--- src/rtl/frame_sample_indexer.sv ---
// frame_sample_indexer
// Registers each incoming audio word and tags it with its channel, global
// sample index, frame index and in-frame position, plus frame/stream strobes
// for the downstream windowing/FFT stage. Interleaved channels share one
// sample index; the sample-level counters step after the last channel.
//
// The internal counters always hold the indices of the *next* word to be
// accepted. The output registers capture those indices on acceptance, so
// the tags appear exactly one cycle after the word arrives.

module frame_sample_indexer #(
    parameter  int I_BW       = 14,
    parameter  int O_BW       = 14,
    parameter  int TOTAL_DATA = 15104,
    parameter  int FRAME_LEN  = 512,
    parameter  int NUM_CH     = 1,
    localparam int CH_W       = (NUM_CH > 1) ? $clog2(NUM_CH) : 1,
    localparam int NUM_W      = (TOTAL_DATA > 1) ? $clog2(TOTAL_DATA) : 1,
    localparam int FRM_W      = $clog2(TOTAL_DATA / FRAME_LEN + 1),
    localparam int POS_W      = $clog2(FRAME_LEN)
) (
    input  logic             clk,
    input  logic             rst,
    input  logic             clr,
    input  logic             di_en,
    input  logic [I_BW-1:0]  data_i,
    output logic             do_en,
    output logic [O_BW-1:0]  data_o,
    output logic [CH_W-1:0]  ch,
    output logic [NUM_W-1:0] num,
    output logic [FRM_W-1:0] frm_idx,
    output logic [POS_W-1:0] pos,
    output logic             sof,
    output logic             eof,
    output logic             last,
    output logic             done
);

    // Terminal values, sized to the counters they are compared against
    localparam logic [CH_W-1:0]  CH_LAST  = CH_W'(NUM_CH - 1);
    localparam logic [NUM_W-1:0] NUM_LAST = NUM_W'(TOTAL_DATA - 1);
    localparam logic [POS_W-1:0] POS_LAST = POS_W'(FRAME_LEN - 1);
    localparam logic [CH_W-1:0]  CH_ONE   = CH_W'(1);
    localparam logic [NUM_W-1:0] NUM_ONE  = NUM_W'(1);
    localparam logic [FRM_W-1:0] FRM_ONE  = FRM_W'(1);
    localparam logic [POS_W-1:0] POS_ONE  = POS_W'(1);

    // Index counters for the next word to be accepted
    logic [CH_W-1:0]  r_ch_cnt;
    logic [NUM_W-1:0] r_num_cnt;
    logic [FRM_W-1:0] r_frm_cnt;
    logic [POS_W-1:0] r_pos_cnt;

    // Output registers
    logic             r_do_en;
    logic [O_BW-1:0]  r_data;
    logic [CH_W-1:0]  r_ch;
    logic [NUM_W-1:0] r_num;
    logic [FRM_W-1:0] r_frm;
    logic [POS_W-1:0] r_pos;
    logic             r_sof;
    logic             r_eof;
    logic             r_last;
    logic             r_done;

    // Combinational helpers
    logic             w_accept;
    logic             w_ch_wrap;
    logic             w_pos_wrap;
    logic             w_num_wrap;
    logic             w_sof;
    logic             w_eof;
    logic             w_last;
    logic [CH_W-1:0]  w_ch_next;
    logic [NUM_W-1:0] w_num_next;
    logic [FRM_W-1:0] w_frm_next;
    logic [POS_W-1:0] w_pos_next;

    // A clear or a finished stream both block acceptance
    assign w_accept   = di_en & ~clr & ~r_done;

    assign w_ch_wrap  = (r_ch_cnt  == CH_LAST);
    assign w_pos_wrap = (r_pos_cnt == POS_LAST);
    assign w_num_wrap = (r_num_cnt == NUM_LAST);

    // Strobes describe the word being accepted now; the stream end also
    // closes a short final frame
    assign w_sof  = (r_pos_cnt == '0) & (r_ch_cnt == '0);
    assign w_last = w_num_wrap & w_ch_wrap;
    assign w_eof  = (w_pos_wrap & w_ch_wrap) | w_last;

    // Next counter values: channel steps every word, sample-level counters
    // step after the last channel; everything returns to 0 at stream end
    always_comb begin
        w_ch_next  = r_ch_cnt;
        w_num_next = r_num_cnt;
        w_frm_next = r_frm_cnt;
        w_pos_next = r_pos_cnt;
        if (w_accept) begin
            if (w_ch_wrap) begin
                w_ch_next = '0;
                if (w_num_wrap) begin
                    w_num_next = '0;
                    w_frm_next = '0;
                    w_pos_next = '0;
                end else begin
                    w_num_next = r_num_cnt + NUM_ONE;
                    if (w_pos_wrap) begin
                        w_pos_next = '0;
                        w_frm_next = r_frm_cnt + FRM_ONE;
                    end else begin
                        w_pos_next = r_pos_cnt + POS_ONE;
                    end
                end
            end else begin
                w_ch_next = r_ch_cnt + CH_ONE;
            end
        end
    end

    // Counter state; clear returns the stream to index 0
    always_ff @(posedge clk or negedge rst) begin
        if (!rst) begin
            r_ch_cnt  <= '0;
            r_num_cnt <= '0;
            r_frm_cnt <= '0;
            r_pos_cnt <= '0;
        end else if (clr) begin
            r_ch_cnt  <= '0;
            r_num_cnt <= '0;
            r_frm_cnt <= '0;
            r_pos_cnt <= '0;
        end else begin
            r_ch_cnt  <= w_ch_next;
            r_num_cnt <= w_num_next;
            r_frm_cnt <= w_frm_next;
            r_pos_cnt <= w_pos_next;
        end
    end

    // Valid and strobes pulse for one cycle per accepted word
    always_ff @(posedge clk or negedge rst) begin
        if (!rst) begin
            r_do_en <= 1'b0;
            r_sof   <= 1'b0;
            r_eof   <= 1'b0;
            r_last  <= 1'b0;
        end else begin
            r_do_en <= w_accept;
            r_sof   <= w_accept & w_sof;
            r_eof   <= w_accept & w_eof;
            r_last  <= w_accept & w_last;
        end
    end

    // Done is a level: set with the final word, released only by clear
    always_ff @(posedge clk or negedge rst) begin
        if (!rst) begin
            r_done <= 1'b0;
        end else if (clr) begin
            r_done <= 1'b0;
        end else if (w_accept & w_last) begin
            r_done <= 1'b1;
        end
    end

    // Sample and index outputs capture on acceptance and hold otherwise
    always_ff @(posedge clk or negedge rst) begin
        if (!rst) begin
            r_data <= '0;
            r_ch   <= '0;
            r_num  <= '0;
            r_frm  <= '0;
            r_pos  <= '0;
        end else if (w_accept) begin
            r_data <= O_BW'($signed(data_i));
            r_ch   <= r_ch_cnt;
            r_num  <= r_num_cnt;
            r_frm  <= r_frm_cnt;
            r_pos  <= r_pos_cnt;
        end
    end

    assign do_en   = r_do_en;
    assign data_o  = r_data;
    assign ch      = r_ch;
    assign num     = r_num;
    assign frm_idx = r_frm;
    assign pos     = r_pos;
    assign sof     = r_sof;
    assign eof     = r_eof;
    assign last    = r_last;
    assign done    = r_done;

endmodule

--- config.mk ---
export PLATFORM = sky130hd
export DESIGN_NAME = frame_sample_indexer
export DESIGN_NICKNAME = d
export VERILOG_FILES = /design/src/rtl/frame_sample_indexer.sv
export SDC_FILE = /design/constraint.sdc
export NUM_CORES = 1
export LEC_CHECK = 0
export CAP_MARGIN = 20
export CORE_AREA = 4 4 103 75
export DETAILED_ROUTE_END_ITERATION = 10
export DIE_AREA = 0 0 107 79
export PLACE_DENSITY = 0.82
export SYNTH_ARGS = -nofsm -noshare
export SYNTH_HDL_FRONTEND = slang
export SYNTH_SLANG_ARGS = --single-unit
--- constraint.sdc ---
create_clock -name clk -period 2.7 [get_ports clk]
set_clock_uncertainty 0.2 [all_clocks]
set_input_delay 0.405 -clock clk [delete_from_list [all_inputs] [get_ports clk]]
set_output_delay 0.405 -clock clk [all_outputs]
set_load 0.05 [all_outputs]
==> flow_metrics.tcl, run 1 <==
set metrics [dict create \
    status "complete, no violations" \
    clockPowerShare_pct 34.0 \
    final_common_cell "nand2_1" \
    combPwrFrac_pct 15.6 \
    avgViaCountPerCell 5.29 \
    drt.antenna.violating_nets 0 \
    ir_drop_mv 0.283 \
    ys_types 42 \
    grt_first_pass_wirelength_mm 13.3 \
    first_global_vias 2796 \
    reg2reg_depth 8 \
    syn_area_per_cell_um2 9.12 \
    swShare_pct 30.1 \
    io_pins 66 \
    die_w_um 107 \
    path_class "register to register" \
    min_period_over_period_pct 92.0 \
    power_leakage_nw 2.06 \
    syn-cell-area_um2 3360 \
    async_flop_share_pct 100 \
    synth.net_count 392 \
    worst_hold_path_type "register to register" \
    area_delta_synth_final_pct 27.9 \
    gp_congestion 0.876 \
    setup_viol 0 \
    first_pass_iters 6 \
    antenna_found_initial 0 \
    wl_met3_um 666 \
    layout_common_cells "145 x nand2_1, 75 x dfrtp_1, 63 x clkdlybuf4s50_1" \
    insertedDiodeCount 0 \
    synth_seq_cells 75 \
    dpl.hpwl_mm 5.45 \
    wl_per_cell_um 14.8 \
    io_buffers 64 \
    num_vias 2822 \
    tns_ns 0 \
    track_usage_pct 19.9 \
    final-max-slew-violation-count 0 \
    reg2reg_slack_ns 0.21 \
    crit_arrival_ns 2.53 \
    nNetsFinal 457 \
    initial_core_util_pct 50.3 \
    cts_tree "built" \
    yosys_warnings 0 \
    hold_start "frm_idx[4]$_DFFE_PN0P_" \
    drcViolationCount 0 \
    grt_max_degree 76 \
    cts_buffers 9 \
    postCtsSetupBuffers 0 \
    cts_root_buf "clkbuf_8" \
    yosysSeqAreaShare_pct 55.8 \
    max_slew_margin_pct 64.1 \
    row_count 25 \
    routed-wl-met2_mm 3.47 \
    routed_wl_mm 7.90 \
    max_freq_mhz 402 \
    cts.reportedPaths.clkPinSlew_ns 0.08 \
    clkSinkCount 75 \
    clk_latency_ns 0.36 \
    cap_violations 0 \
    powerDensity_nw_per_um2 548 \
    seq_area_um2 1880 \
    coreArea_um2 6690 \
    p_switching_uw 709 \
    multi_input_area_um2 1360 \
    critPathLaunchType "register" \
    overflow 0 \
    cp-end-kind "register" \
    drive_above_1_share_pct 7.74 \
    hold_path_end "frm_idx[4]$_DFFE_PN0P_" \
    top_layer_used "met4" \
    dieArea_um2 8450 \
    drt_iter0_drc 259 \
    worst_pin_slew_ns 0.536 \
    crit_fanout 12 \
    synth_edf_count 0 \
    syn_inst 369 \
    synth_flop_cell "dfrtp_1" \
    r2r-start "r_pos_cnt[0]$_DFFE_PN0P_" \
    cts_max_level 3 \
    dieHeight_um 79 \
    hold_depth 2 \
    wl_met1_mm 3.66 \
    p_int_mw 1.65 \
    clk_path_buf_depth 2 \
    required_ns 2.75 \
    holdWs_ns 0.276 \
    rsz0062_at_grt "false" \
    finalHoldViolations 0 \
    fill_cells 583 \
    pwr-share-seq_pct 50.4 \
    r2r_end "r_pos_cnt[6]$_DFFE_PN0P_" \
    min_period_ns 2.49 \
]
routing by layer:
layer	global-route usage, %	vias to the layer above
li1	-	1350
met1	26.5	1339
met2	30.8	121
met3	6.99	12
met4	6.39	0
met5	0	-
cells in the mapped netlist, drive strengths merged (2+ instances only):
master   number  area [µm²]
and3          5        31.3
mux2i         3        30.0
nor3          4        42.5
nand3b        2        15.0
dfrtp        75        1880
a22oi         4        30.0
nand4         5        46.3
nor4          2        27.5
xor2          4        35.0
buf           6        48.8
nand3        15        75.1
nand2       146         551
nor2b         2        12.5
ha            5        62.6
a31oi         5        31.3
a2111oi       2        17.5
inv           8        30.0
a22o          4        35.0
nor2         19        71.3
clkbuf       13        48.8
a21oi        10        53.8
o21ai        18        90.1
worst max-delay path by stage:
stage	slack, ns	startpoint	end
6_report	0.21	r_pos_cnt[0]$_DFFE_PN0P_	r_pos_cnt[6]$_DFFE_PN0P_
5_1_grt	0.12	r_pos_cnt[0]$_DFFE_PN0P_	r_pos_cnt[6]$_DFFE_PN0P_
4_1_cts	0.27	r_pos_cnt[0]$_DFFE_PN0P_	r_pos_cnt[6]$_DFFE_PN0P_
3_5_place_dp	0.28	r_pos_cnt[0]$_DFFE_PN0P_	r_pos_cnt[6]$_DFFE_PN0P_
3_3_place_gp	0.35	r_pos_cnt[0]$_DFFE_PN0P_	r_pos_cnt[6]$_DFFE_PN0P_
2_1_floorplan	0.57	r_pos_cnt[0]$_DFFE_PN0P_	r_frm_cnt[4]$_DFFE_PN0P_
metrics by stage:
| stage | cells | setup slack (ns) | power [mW] | cell area (µm²) | utilization (%) |
|---|---|---|---|---|---|
| 2_1_floorplan | 369 | 0.573 | 1.42 | 3360 | - |
| 3_3_place_gp | 516 | 0.350 | 1.57 | 4110 | 61.4 |
| 3_5_place_dp | 516 | 0.277 | 1.58 | 4110 | 61.4 |
| 4_1_cts | 533 | 0.268 | 2.38 | 4300 | 64.3 |
| 5_1_grt | 533 | 0.116 | 2.46 | 4300 | 64.3 |
| 6_report | 533 | 0.215 | 2.36 | 4300 | 64.3 |
kinds of logic after synthesis:
| kind of cell | count (synthesis) | synth area share, % |
|---|---|---|
| adders and majority gates | 5 | 1.86 |
| buffers and inverters | 27 | 3.79 |
| other | 1 | 0.111 |
| DFF | 75 | 55.8 |
| xor gates and xnor gates | 5 | 1.30 |
| AOI/OAI and AO/OA | 47 | 9.04 |
| muxes | 3 | 0.893 |
| and+or+nand+nor | 206 | 27.2 |
critical path, cell delays in order (launching register included):
cell and delay [ns]:
dfrtp_1 0.37, ha_1 0.20, and3_1 0.24, nand3_1 0.13, nor2_1 0.13, ha_1 0.46
a211oi_4 0.15, and3_1 0.24, a221o_1 0.26
power groups by stage:
stage	sequential, mW	combinational (mW)	clock [mW]
final	1.19	0.368	0.803
after global routing	1.20	0.392	0.876
after CTS	1.19	0.372	0.822
after detailed placement	1.21	0.369	0
after global placement	1.21	0.362	0
after floorplan	1.34	0.0844	0
cell type report:
type                            instances  share of cell area (%)
Sequential cell                        75                    43.6
Multi-Input combinational cell        267                    31.7
Timing Repair Buffer                   73                    17.0
Clock buffer                           10                    3.20
Tap cell                               94                    2.73
Clock inverter                          6                    1.13
Inverter                                8                   0.698
state kept, by name (all words and copies together), names as in the netlist:
signal and count:
sof 1, num 14, do_en 1, done 1, r_frm_cnt 5, r_num_cnt 14
pos 9, frm_idx 5, data_o 14, eof 1, last 1, r_pos_cnt 9
timing repair:
action	in CTS	in global routing
endpoints found under the hold margin	75	0
hold buffers	1	0
setup endpoints to repair	0	0
resized for setup	0	0
Power figures use the tool's default switching activity.
==> run 2: changes to the inputs <==
--- a/constraint.sdc
+++ b/constraint.sdc
@@ -4,2 +4,2 @@
 set_output_delay 0.405 -clock clk [all_outputs]
-set_load 0.05 [all_outputs]
+set_load 0.02 [all_outputs]
==> results of run 2 <==
Same layout as run 1 (identical final DEF). Status: complete, no violations.
Among the figures that moved: total power 2.36 mW -> 2.27 mW; worst IR drop on VDD 0.283 mV -> 0.280 mV
==> run 3: changes to the inputs <==
Settings changed: REMOVE_ABC_BUFFERS set to 1.
==> flow_metrics.tcl, run 3 (synthesis results as in run 1) <==
set metrics [dict create \
    status "finished, violations left" \
    violations "negative hold slack" \
    crit_slowest_cell "ha_1" \
    initial_core_util_pct 50.3 \
    max_freq_mhz 404 \
    clkSinkCount 75 \
    path_class "register to register" \
    cp-end-kind "register" \
    path_buf_inv 0 \
    place_area_um2 4090 \
    cts_buffers 9 \
    avgViaCountPerCell 5.23 \
    num_vias 2783 \
    utilization_pct 63.9 \
    critPathLaunchType "register" \
    dp_slack_ns 0.274 \
    cap_violations 0 \
    min_period_over_period_pct 91.8 \
    drive_above_1_share_pct 7.76 \
    cts_max_level 3 \
    first_pass_iters 4 \
    clk_latency_ns 0.35 \
    dieHeight_um 79 \
    grt_first_pass_wirelength_mm 12.9 \
    antenna_found_initial 0 \
    powerDensity_nw_per_um2 531 \
    multi_input_area_um2 1360 \
    final-max-slew-violation-count 0 \
    setup_viol 0 \
    holdWs_ns -0.0135 \
    cts.reportedPaths.clkPinSlew_ns 0.07 \
    die_w_um 107 \
    min_period_ns 2.48 \
    power_leakage_nw 2.05 \
    cts_tree "built" \
    reg2reg_depth 8 \
    insertedDiodeCount 0 \
    drcViolationCount 0 \
    grt_max_degree 76 \
    hold_buffers 0 \
    clk_path_buf_depth 2 \
    track_usage_pct 19.3 \
    final_common_cell "nand2_1" \
    path_cells "ha_1, and3_1, nand3_1, nor2_1, ha_1, a211oi_4, and3_1, a221o_1" \
    postCtsSetupBuffers 0 \
    overflow 0 \
    seq_area_um2 1880 \
    wl_per_cell_um 14.4 \
    critPathTopFamily "simple AND/OR/NAND/NOR gates" \
    area_delta_synth_final_pct 27.0 \
    dpl.hpwl_mm 5.33 \
    required_ns 2.73 \
    slowest_delay_ns 0.47 \
    fill_cells 549 \
    final_cell_area_um2 4270 \
    first_global_vias 2737 \
    worst_hold_path_type "primary input to asynchronous set/reset pin" \
    setup_slack_ns 0.223 \
    row_count 25 \
    tns_ns 0 \
    crit_fanout 12 \
    ir_drop_mv 0.310 \
    rsz0062_at_grt "false" \
    io_pins 66 \
    nNetsFinal 457 \
    worst_pin_slew_ns 0.927 \
    drt.antenna.violating_nets 0 \
    cts_resized 0 \
    drt_iter0_drc 181 \
    gp_congestion 0.846 \
    finalHoldViolations 13 \
    io_buffers 64 \
    cts_root_buf "clkbuf_8" \
    coreArea_um2 6690 \
    max_slew_margin_pct 38.2 \
    routed_wl_mm 7.65 \
    crit_arrival_ns 2.51 \
    layout_common_cells "145 x nand2_1, 75 x dfrtp_1, 63 x clkdlybuf4s50_1" \
    dieArea_um2 8450 \
    cp.depth 8 \
]
run 3: layer usage:
| metal | track usage [%] | wire, µm | part of all wire, % |
|---|---|---|---|
| met1 | 25.1 | 3410 | 45 |
| met4 | 5.87 | 99 | 1.3 |
| met3 | 6.17 | 708 | 9.3 |
| met2 | 31.1 | 3430 | 45 |
| met5 | 0 | 0 | 0 |
run 3: area by class of cell:
type | count | share of cell area [%]
Clock buffer | 9 | 2.90
Clock inverter | 6 | 1.35
Inverter | 8 | 0.703
Multi-Input combinational cell | 267 | 31.9
Sequential cell | 75 | 43.9
Tap cell | 94 | 2.75
Timing Repair Buffer | 73 | 16.5
run 3: through the flow:
stage	power, mW	instances
2_1_floorplan	1.32	350
3_3_place_gp	1.48	517
3_5_place_dp	1.49	517
4_1_cts	2.30	532
5_1_grt	2.38	532
6_report	2.27	532
run 3: power by group:
group          internal [mW]  total (mW)  leakage (nW)  switching (mW)
Combinational          0.115       0.272         0.934           0.156
Sequential              1.16        1.19          1.02          0.0237
Clock                  0.415       0.810        0.0946           0.396
Total                   1.69        2.27          2.05           0.576
run 3: path summary, 6_finish.rpt:
kind	endpoint	slack, ns	startpoint
setup / recovery	r_pos_cnt[6]$_DFFE_PN0P_	0.22	r_pos_cnt[0]$_DFFE_PN0P_
hold / removal	data_o[6]$_DFFE_PN0P_	-0.01	rst
setup reg to reg	r_pos_cnt[6]$_DFFE_PN0P_	0.22	r_pos_cnt[0]$_DFFE_PN0P_
hold reg to reg	data_o[8]$_DFFE_PN0P_	0.27	data_o[8]$_DFFE_PN0P_
max in group asynchronous	r_frm_cnt[1]$_DFFE_PN0P_	1.71	rst
min in group clk	data_o[8]$_DFFE_PN0P_	0.27	data_o[8]$_DFFE_PN0P_
